$ cat src/rtl/mem_stream_reader.sv
// mem_stream_reader
//   Read-side burst engine for the feature-map / gradient dual-port memories.
//   Issues consecutive port-B reads and returns the words as a valid/ready
//   stream, hiding the 1-cycle read latency and downstream stalls behind a
//   2-entry first-word-fall-through buffer.
//
// Ports
//   clk, rst_n            clock, asynchronous active-low reset
//   start, base_addr, len burst request (sampled in IDLE only)
//   busy, done            burst in progress / one-cycle completion pulse
//   enb, addrb, doutb     memory port B (read data valid 1 cycle after enb)
//   m_data, m_valid,
//   m_ready, m_last       output stream; m_last marks the final beat
module mem_stream_reader #(
  parameter int BIT_LENGTH = 64,
  parameter int DEPTH      = 16,
  parameter int LW         = $clog2(DEPTH) + 1
) (
  input  logic                     clk,
  input  logic                     rst_n,
  input  logic                     start,
  input  logic [$clog2(DEPTH)-1:0] base_addr,
  input  logic [LW-1:0]            len,
  output logic                     busy,
  output logic                     done,
  output logic                     enb,
  output logic [$clog2(DEPTH)-1:0] addrb,
  input  logic [BIT_LENGTH-1:0]    doutb,
  output logic [BIT_LENGTH-1:0]    m_data,
  output logic                     m_valid,
  input  logic                     m_ready,
  output logic                     m_last
);

  localparam int AW = $clog2(DEPTH);

  typedef enum logic [1:0] {
    IDLE  = 2'd0,
    READ  = 2'd1,
    DRAIN = 2'd2
  } state_t;

  state_t                state_q, state_d;
  logic [AW-1:0]         base_q, base_d;
  logic [LW-1:0]         len_q, len_d;
  logic [LW-1:0]         issued_q, issued_d;
  logic [LW-1:0]         beats_q, beats_d;
  logic                  inflight_q, inflight_d;
  logic [1:0]            occ_q, occ_d;
  logic [BIT_LENGTH-1:0] buf0_q, buf0_d;
  logic [BIT_LENGTH-1:0] buf1_q, buf1_d;
  logic                  done_q, done_d;

  logic                  pop;
  logic                  issue_ok;
  logic [2:0]            pending;
  logic [1:0]            head_idx;
  logic [BIT_LENGTH-1:0] ent [4];

  // The in-flight word is presented straight from doutb when the buffer is
  // empty, so the first beat is visible one cycle after its enb.
  always_comb begin
    m_valid = (occ_q != 2'd0) || inflight_q;
    if (occ_q != 2'd0) begin
      m_data = buf0_q;
    end else if (inflight_q) begin
      m_data = doutb;
    end else begin
      m_data = '0;
    end
    m_last = m_valid && (beats_q == len_q - LW'(1));
    pop    = m_valid && m_ready;
    busy   = (state_q != IDLE);
    done   = done_q;
  end

  // Words owed to the stream (buffered + in flight) after this cycle's pop.
  always_comb begin
    pending  = {1'b0, occ_q} + {2'b00, inflight_q};
    issue_ok = pending < (3'd2 + {2'b00, pop});
  end

  always_comb begin
    state_d  = state_q;
    base_d   = base_q;
    len_d    = len_q;
    issued_d = issued_q;
    beats_d  = beats_q;
    done_d   = 1'b0;
    enb      = 1'b0;
    addrb    = '0;

    if (pop) begin
      beats_d = beats_q + LW'(1);
    end

    case (state_q)
      IDLE: begin
        if (start) begin
          if (len != '0) begin
            base_d   = base_addr;
            len_d    = len;
            issued_d = '0;
            beats_d  = '0;
            state_d  = READ;
          end else begin
            done_d = 1'b1;
          end
        end
      end
      READ: begin
        if (issue_ok) begin
          enb      = 1'b1;
          addrb    = base_q + issued_q[AW-1:0];
          issued_d = issued_q + LW'(1);
          if (issued_q + LW'(1) == len_q) begin
            state_d = DRAIN;
          end
        end
      end
      DRAIN: begin
        if (pop && m_last) begin
          done_d  = 1'b1;
          state_d = IDLE;
        end
      end
      default: state_d = IDLE;
    endcase
  end

  // Ordered view of pending words: buffered entries first, then the word
  // arriving on doutb; the new head is selected past any popped entry.
  always_comb begin
    ent[0] = buf0_q;
    ent[1] = buf1_q;
    ent[2] = '0;
    ent[3] = '0;
    if (inflight_q) begin
      ent[occ_q] = doutb;
    end
    head_idx   = {1'b0, pop};
    buf0_d     = ent[head_idx];
    buf1_d     = ent[head_idx + 2'd1];
    occ_d      = occ_q + {1'b0, inflight_q} - {1'b0, pop};
    inflight_d = enb;
  end

  always_ff @(posedge clk or negedge rst_n) begin
    if (!rst_n) begin
      state_q    <= IDLE;
      base_q     <= '0;
      len_q      <= '0;
      issued_q   <= '0;
      beats_q    <= '0;
      inflight_q <= 1'b0;
      occ_q      <= '0;
      buf0_q     <= '0;
      buf1_q     <= '0;
      done_q     <= 1'b0;
    end else begin
      state_q    <= state_d;
      base_q     <= base_d;
      len_q      <= len_d;
      issued_q   <= issued_d;
      beats_q    <= beats_d;
      inflight_q <= inflight_d;
      occ_q      <= occ_d;
      buf0_q     <= buf0_d;
      buf1_q     <= buf1_d;
      done_q     <= done_d;
    end
  end

endmodule

$ cat config.mk
export PLATFORM = sky130hd
export DESIGN_NAME = mem_stream_reader
export DESIGN_NICKNAME = d
export VERILOG_FILES = /design/src/rtl/mem_stream_reader.sv
export SDC_FILE = /design/constraint.sdc
export NUM_CORES = 1
export LEC_CHECK = 0
export CAP_MARGIN = 5
export CORE_UTILIZATION = 51
export DETAILED_ROUTE_END_ITERATION = 10
export PLACE_DENSITY = 0.8
export SYNTH_ARGS = -nofsm -noshare
export SYNTH_HDL_FRONTEND = slang
export SYNTH_SLANG_ARGS = --single-unit
$ cat constraint.sdc
create_clock -name clk -period 3.15 [get_ports clk]
set_clock_uncertainty 0.2 [all_clocks]
set_input_delay 0.315 -clock clk [delete_from_list [all_inputs] [get_ports clk]]
set_output_delay 0.315 -clock clk [all_outputs]
set_load 0.01 [all_outputs]
==> results.rst, run 1 <==
.. list-table::
   :header-rows: 1

   * - Metric
     - Value
   * - Result of the run
     - completed
   * - Maximum fanout along the worst path
     - 4
   * - Count of final setup violators
     - 0
   * - Buffers on Ports
     - between 100 and 150
   * - Total core area
     - between 10000 and 15000 um2
   * - Endpoint type of the worst setup path
     - output port
   * - Number of pins with negative max-slew slack in the final report
     - 0
   * - Average detailed-routed wire length per instance
     - 16.3 um
   * - Initial DRC count
     - 498
   * - Register bit count reported by yosys
     - around 150
   * - Area of all sequential standard cells
     - ~3800 um2
   * - Combinational share of power
     - 50.6%
   * - Power Internal
     - 6730 uW
   * - Multi-input combinational cell area
     - between 3000 and 4000 um2
   * - Detailed-route via count
     - around 6400
   * - Number of fillers in the final layout
     - about 1100
   * - Synth async-reset ratio
     - 100%
   * - Post-layout net count
     - approximately 1000
   * - Horizontal die dimension
     - about 120 um
   * - Number of global-route vias before repair
     - between 6000 and 7000
   * - Power density normalized to cell area
     - approximately 1100 nW/um2
   * - Aggregate global-route resource usage
     - 26.0%
   * - WL met2
     - 8.90 mm
   * - Slew at the pin with the worst max-slew slack
     - around 0.83 ns
   * - Part of the power in the clock network
     - about 18%
   * - Number of warnings reported in the yosys synthesis log
     - 0
   * - Placed Instance Area
     - just under 9000 um2
   * - Max frequency
     - about 330 MHz
   * - Post-layout instance count excluding filler cells
     - about 1100
   * - Total placed cells including tap cells
     - 1089
   * - Uppermost signal routing layer after detailed routing
     - met4
   * - Endpoint of the lowest-slack register-to-register path
     - buf1_q[32]
   * - Net switching share of the total power
     - approximately two fifths
   * - Hold Startpoint
     - base_addr[0]
   * - Kind of path behind the tightest hold check
     - in -> reg
   * - Clock Sink Count
     - roughly 150
   * - Power share of the sequential group
     - ~31%
   * - Most frequent standard cell in the layout excluding fill and tap cells
     - sky130_fd_sc_hd__nand2_1
   * - Max_slew headroom
     - between 40% and 50%
   * - Number of enable-type register cells in the synthesized netlist
     - 0
   * - Final count of hold timing violations
     - 0
   * - Finished layout cell area
     - 9580 um2
   * - Pin count of the biggest net entering global routing
     - 93
   * - Clock H-tree levels
     - 4
   * - Hold Path Depth
     - 3
   * - Layout cell share with drive strength beyond 1
     - roughly 6.7%
   * - DIE AREA
     - around 15000 um2
   * - Cell count of the worst reg-to-reg path
     - 5
   * - Dominant synthesized flop cell
     - sky130_fd_sc_hd__dfrtp_1
   * - Antenna cell count
     - 0
   * - Post-synthesis cell area
     - approximately 7400 um2
   * - Net switching power figure
     - ~4300 uW
   * - Clock Latency Late Sink
     - approximately 0.42 ns
   * - Maximum buffer depth of the clock tree
     - 2
   * - DRC viols
     - 0
   * - Critical Path Source Type
     - register
   * - Routed Antenna Nets
     - 0
   * - Hold-critical path endpoint
     - base_q[0]
   * - Weighted congestion reported at the end of routability-driven placement
     - between 0.8 and 0.9
   * - Total Negative Setup Slacks
     - 0 ns
   * - Static leakage
     - around 0.0044 uW
   * - Synthesized area divided by synthesized cell count
     - between 9 and 10 um2
   * - Synth cell types
     - 44
   * - Met3 layer wire length in the routed design
     - ~1.0 mm
   * - Detailed-route vias per instance
     - between 5 and 6
   * - Total Routed Length
     - ~18 mm
   * - Number of detailed-route iterations in the first pass
     - 5
   * - Wire length of the first global-routing pass
     - about 30 mm
   * - Effective utilization at floorplan
     - 52.7%
   * - Min Clock Period, post-route
     - 3.06 ns
   * - Maxcap violations
     - 0
   * - Final worst-path cycle share
     - ~97%
   * - Remaining global-route overflow
     - 0
   * - Cell count after synthesis
     - around 800
   * - Peak supply drop
     - roughly 0.75 mV
   * - Clock root cell
     - sky130_fd_sc_hd__clkbuf_16
   * - Clock tree from TritonCTS
     - yes
   * - Antenna violations before repair
     - 0
   * - Number of buffers created by CTS
     - 17
   * - Reg2reg setup slack
     - approximately 0.42 ns
   * - DIE HEIGHT
     - around 120 um
   * - Tot Pwr
     - roughly 11000 uW
   * - Clock transition at the registers of the reported paths
     - approximately 0.060 ns
   * - I/O pin count
     - 150
   * - Most used cells in the layout excluding fill and tap cells
     - 156 x sky130_fd_sc_hd__nand2_1, 151 x sky130_fd_sc_hd__dfrtp_1, 144 x sky130_fd_sc_hd__clkdlybuf4s50_1, 137 x sky130_fd_sc_hd__nor2_1, 72 x sky130_fd_sc_hd__o21ai_0
   * - Site Rows
     - 43
   * - Start-to-end type of the worst setup path
     - reg -> out
   * - Growth of design area from synthesis to finish
     - 29.3%
   * - DPL Wire Length
     - about 11 mm
   * - Routed met1 length
     - 8.09 mm
   * - RSZ-0062 raised after global routing
     - false
   * - Critical Path RT
     - around 2.6 ns
   * - Arrival time reported for the critical path endpoint
     - 2.54 ns
   * - Share of the core filled with cells in the final layout
     - ~68%
   * - Startpoint of the worst register-to-register path
     - occ_q[0]
   * - Mapped Nets
     - around 900
   * - Share of synthesized area occupied by flip-flops and latches
     - about half
==> worst max path at each step <==
stage          startpoint        to  slack [ns]  depth (start not counted)
3_5_place_dp     len_q[0]    m_last        0.34                          7
3_3_place_gp      m_ready  addrb[3]        0.36                          6
2_1_floorplan  inflight_q  occ_q[1]        0.87                         10
4_1_cts          occ_q[1]  addrb[0]       0.002                          5
5_1_grt        inflight_q  addrb[0]       0.003                          6
6_report       inflight_q  addrb[0]        0.09                          6
==> worst max-delay path: stages (launching register included) <==
cell and delay, ns:
sky130_fd_sc_hd__dfrtp_2 0.42, sky130_fd_sc_hd__ha_1 0.20, sky130_fd_sc_hd__ha_1 0.23, sky130_fd_sc_hd__or3b_4 0.41
sky130_fd_sc_hd__o22ai_4 0.15, sky130_fd_sc_hd__and3_1 0.18, sky130_fd_sc_hd__clkdlybuf4s50_1 0.53
==> through the flow <==
step / setup slack [ns] / hold WS (ns)
2_1_floorplan: 0.872 / -0.181
3_3_place_gp: 0.360 / 0.249
3_5_place_dp: 0.339 / 0.244
4_1_cts: 0.00234 / 0.206
5_1_grt: 0.00266 / 0.239
6_report: 0.0911 / 0.219
==> flip-flops by register name (all words and copies together), names as in the netlist <==
| register | flops |
|---|---|
| buf0_q | 64 |
| buf1_q | 64 |
| beats_q | 5 |
| issued_q | 5 |
| len_q | 5 |
| base_q | 4 |
| occ_q | 2 |
| state_q | 2 |
| done | 1 |
| inflight_q | 1 |
==> final cells by class <==
cell class | instances | area share, %
Clock inverter | 5 | 0.588
Sequential cell | 153 | 40.0
Timing Repair Buffer | 167 | 17.4
Multi-Input combinational cell | 586 | 33.7
Clock buffer | 27 | 5.67
Tap cell | 180 | 2.35
Inverter | 8 | 0.314
==> Yosys cell counts, drive strengths merged (2+ instances only) <==
master,n,area [um2]
dfrtp,153,3830
a22o,66,578
xor2,10,87.6
clkbuf,40,150
mux2i,2,20.0
nor2,137,514
and2,3,18.8
inv,8,30.0
nand4,2,12.5
buf,22,213
o22ai,64,407
nand2,158,596
and3,4,25.0
nor2b,4,25.0
xnor2,14,123
o21ai,73,369
nand3,8,40.0
nor3,5,30.0
nand2b,4,25.0
ha,10,125
a21o,3,22.5
a21oi,3,15.0
==> logic make-up after synthesis <==
kind of cell               after synthesis  share of synthesized area [%]
AOI/OAI and AO/OA                      214                           19.5
xor gates and xnor gates                24                           2.84
adders and majority gates               11                           1.96
buffers and inverters                   70                           5.30
DFF                                    153                           51.7
muxes                                    3                          0.473
and+or+nand+nor                        333                           18.2
==> layer usage <==
| metal | global-route usage (%) | vias to the layer above |
|---|---|---|
| met5 | 0 | - |
| met4 | 9.98 | 0 |
| met3 | 6.13 | 27 |
| met2 | 42.3 | 213 |
| met1 | 33.5 | 3147 |
| li1 | - | 3035 |
==> power by group through the flow <==
stage	registers, uW	logic, uW	clock network, uW
2_1_floorplan	3240	3500	0
3_3_place_gp	3370	5330	0
6_report	3400	5570	2030
4_1_cts	3390	5550	2060
5_1_grt	3500	6150	2150
3_5_place_dp	3390	5450	0
==> repair_timing <==
| action | 4_1_cts | 5_1_grt |
|---|---|---|
| pin swaps | 3 | 1 |
| gates resized for setup | 8 | 2 |
| buffers inserted | 1 | 2 |
| endpoints found under the setup margin | 5 | 13 |
| gates cloned | 1 | 0 |
| endpoints found under the hold margin | 90 | 0 |
| hold buffers | 1 | 0 |
Note: power is estimated with default switching activity, not from simulation.
==> run 2, diff against run 1 <==
--- a/config.mk
+++ b/config.mk
@@ -6,9 +6,11 @@
 export NUM_CORES = 1
 export LEC_CHECK = 0
 export CAP_MARGIN = 5
+export CORE_ASPECT_RATIO = 1.2
 export CORE_UTILIZATION = 51
 export DETAILED_ROUTE_END_ITERATION = 10
 export PLACE_DENSITY = 0.8
 export SYNTH_ARGS = -nofsm -noshare
 export SYNTH_HDL_FRONTEND = slang
 export SYNTH_SLANG_ARGS = --single-unit
+export TNS_END_PERCENT = 100
==> results.rst, run 2 (same netlist as run 1, synthesis figures left out) <==
.. list-table::
   :header-rows: 1

   * - Metric
     - Value
   * - Detailed-route vias per instance
     - 5.65
   * - Startpoint of the worst register-to-register path
     - occ_q[0]
   * - Number of pins with negative max-slew slack in the final report
     - 0
   * - Endpoint of the lowest-slack register-to-register path
     - buf0_q[17]
   * - Cell count of the worst reg-to-reg path
     - 6
   * - Critical Path Source Type
     - register
   * - DPL Wire Length
     - approximately 11 mm
   * - Number of buffers created by CTS
     - 17
   * - Total Routed Length
     - about 18 mm
   * - Violations in the final reports
     - DRC
   * - RSZ-0062 raised after global routing
     - false
   * - DRC viols
     - 15
   * - Buffers on Ports
     - approximately 150
   * - Final worst-path cycle share
     - 95.4%
   * - Total core area
     - 14000 um2
   * - Post-layout net count
     - just over 1000
   * - Finished layout cell area
     - around 9600 um2
   * - Final count of hold timing violations
     - 0
   * - Maxcap violations
     - 0
   * - Wire length of the first global-routing pass
     - between 30 and 40 mm
   * - Detailed-route via count
     - ~6300
   * - Clock transition at the registers of the reported paths
     - about 0.06 ns
   * - Clock root cell
     - sky130_fd_sc_hd__clkbuf_16
   * - Maximum buffer depth of the clock tree
     - 2
   * - Arrival time reported for the critical path endpoint
     - 2.49 ns
   * - Met2 layer usage reported by global route
     - roughly 43%
   * - Count of final setup violators
     - 0
   * - Met3 Track Usage GR
     - 5.15%
   * - Maximum fanout along the worst path
     - between 40 and 50
   * - Initial DRC count
     - 460
   * - Reg2reg setup slack
     - between 0.6 and 0.7 ns
   * - Clock Sink Count
     - 153
   * - Number of global-route vias before repair
     - just over 6000
   * - Pin count of the biggest net entering global routing
     - 79
   * - Clock tree from TritonCTS
     - yes
   * - Clock Latency Late Sink
     - 0.42 ns
   * - DIE HEIGHT
     - 134 um
   * - Result of the run
     - finished with violations
   * - Peak supply drop
     - 0.818 mV
   * - Endpoint type of the worst setup path
     - output port
   * - Kind of path behind the tightest hold check
     - in -> reg
   * - Routed Antenna Nets
     - 0
   * - Aggregate global-route resource usage
     - 25.7%
   * - Busiest grt layer
     - met2
   * - Largest registers
     - buf0_q x64, buf1_q x64
   * - Buf/Inv on CP
     - 3
   * - Worst path slowest cell
     - sky130_fd_sc_hd__clkdlybuf4s50_1
   * - Min Clock Period, post-route
     - around 3 ns
   * - Antenna cell count
     - 0
   * - Most used cells in the layout excluding fill and tap cells
     - 156 x sky130_fd_sc_hd__nand2_1, 152 x sky130_fd_sc_hd__dfrtp_1, 142 x sky130_fd_sc_hd__clkdlybuf4s50_1, 137 x sky130_fd_sc_hd__nor2_1, 72 x sky130_fd_sc_hd__o21ai_0
   * - Effective utilization at floorplan
     - a little over half
   * - Power density normalized to cell area
     - around 1100 nW/um2
   * - Total Negative Setup Slacks
     - 0 ns
   * - Critical Path RT
     - about 2.6 ns
   * - Static leakage
     - between 0.004 and 0.005 uW
   * - Growth of design area from synthesis to finish
     - 29.4%
   * - Post-layout instance count excluding filler cells
     - around 1100
   * - Placed Instance Area
     - about 8900 um2
   * - Number of detailed-route iterations in the first pass
     - 8
   * - Remaining global-route overflow
     - 0
   * - Site Rows
     - 47
   * - Antenna violations before repair
     - 0
   * - I/O pin count
     - 150
   * - Hold-critical path endpoint
     - base_q[0]
   * - Max_slew headroom
     - between 40% and 50%
   * - Total placed cells including tap cells
     - between 1000 and 1500
   * - Largest delay contributor family on the critical path
     - buffers and inverters
   * - Start-to-end type of the worst setup path
     - reg -> out
   * - Most frequent standard cell in the layout excluding fill and tap cells
     - sky130_fd_sc_hd__nand2_1
   * - Hold Path Depth
     - 3
   * - Highest cell delay on the worst timing path
     - approximately 0.6 ns
   * - Layout cell share with drive strength beyond 1
     - around 6.8%
   * - Average detailed-routed wire length per instance
     - between 15 and 20 um
   * - Horizontal die dimension
     - around 110 um
   * - Weighted congestion reported at the end of routability-driven placement
     - between 0.7 and 0.8
   * - Series of cell instances along the critical path
     - buf_4, or2_4, buf_12, o21ai_0, clkdlybuf4s50_1
   * - Number of fillers in the final layout
     - about 1100
   * - Slew at the pin with the worst max-slew slack
     - a little under 0.8 ns
   * - Tot Pwr
     - 11000 uW
   * - Max frequency
     - 333 MHz
   * - DIE AREA
     - between 15000 and 20000 um2
   * - Clock H-tree levels
     - 4
   * - Global routing met1 resource utilization
     - about a third
   * - Hold Startpoint
     - base_addr[0]
## run 2: metal layers
layer,vias up,share of wire (%)
met5,-,0
met4,0,1.2
met3,19,5.0
met2,189,50
met1,3062,44
li1,3037,-
## run 2: final cells by class
| type | count | area, um2 | area share (%) |
|---|---|---|---|
| clock buffers | 20 | 467 | 4.87 |
| clock inverters | 12 | 124 | 1.29 |
| inverters | 8 | 30.0 | 0.313 |
| multi-input cells | 585 | 3220 | 33.6 |
| flip-flops and latches | 153 | 3830 | 40.0 |
| well taps | 171 | 214 | 2.23 |
| repair buffers | 168 | 1700 | 17.8 |
## run 2: metrics by stage
| stage | worst slack (ns) | util (%) | hold WS, ns |
|---|---|---|---|
| finish | 0.144 | 68.5 | 0.218 |
| global route | 0.0698 | 68.5 | 0.222 |
| detailed placement | 0.291 | 63.9 | 0.202 |
| CTS | 0.0502 | 68.5 | 0.207 |
| floorplan | 0.872 | - | -0.181 |
| global placement | 0.317 | 63.9 | 0.196 |
## run 2: repair_timing
item	4_1_cts	5_1_grt
endpoints found under the hold margin	76	0
gates resized for setup	9	2
setup buffers	2	0
hold buffers	1	0
pin swaps	2	0
endpoints found under the setup margin	6	2
## run 2: how the worst max path moves through the flow
stage | from | to | slack, ns | cells after the start
CTS | inflight_q | addrb[1] | 0.05 | 6
global placement | len_q[0] | m_last | 0.32 | 7
finish | occ_q[0] | m_data[1] | 0.14 | 5
floorplan | inflight_q | occ_q[1] | 0.87 | 10
detailed placement | len_q[0] | m_last | 0.29 | 7
global route | occ_q[1] | m_data[24] | 0.07 | 5
## run 2: power by group
part | leakage (uW) | total [uW] | switching, uW | internal [uW]
Clock | 0.000284 | 2020 | 802 | 1220
Sequential | 0.00195 | 3380 | 559 | 2820
Combinational | 0.00219 | 5580 | 2910 | 2670
Total | 0.00442 | 11000 | 4270 | 6720
## run 2: worst min-delay path: stages
cell,delay [ns]
sky130_fd_sc_hd__clkdlybuf4s50_1,0.40
sky130_fd_sc_hd__nand2_1,0.05
sky130_fd_sc_hd__nand2_1,0.04
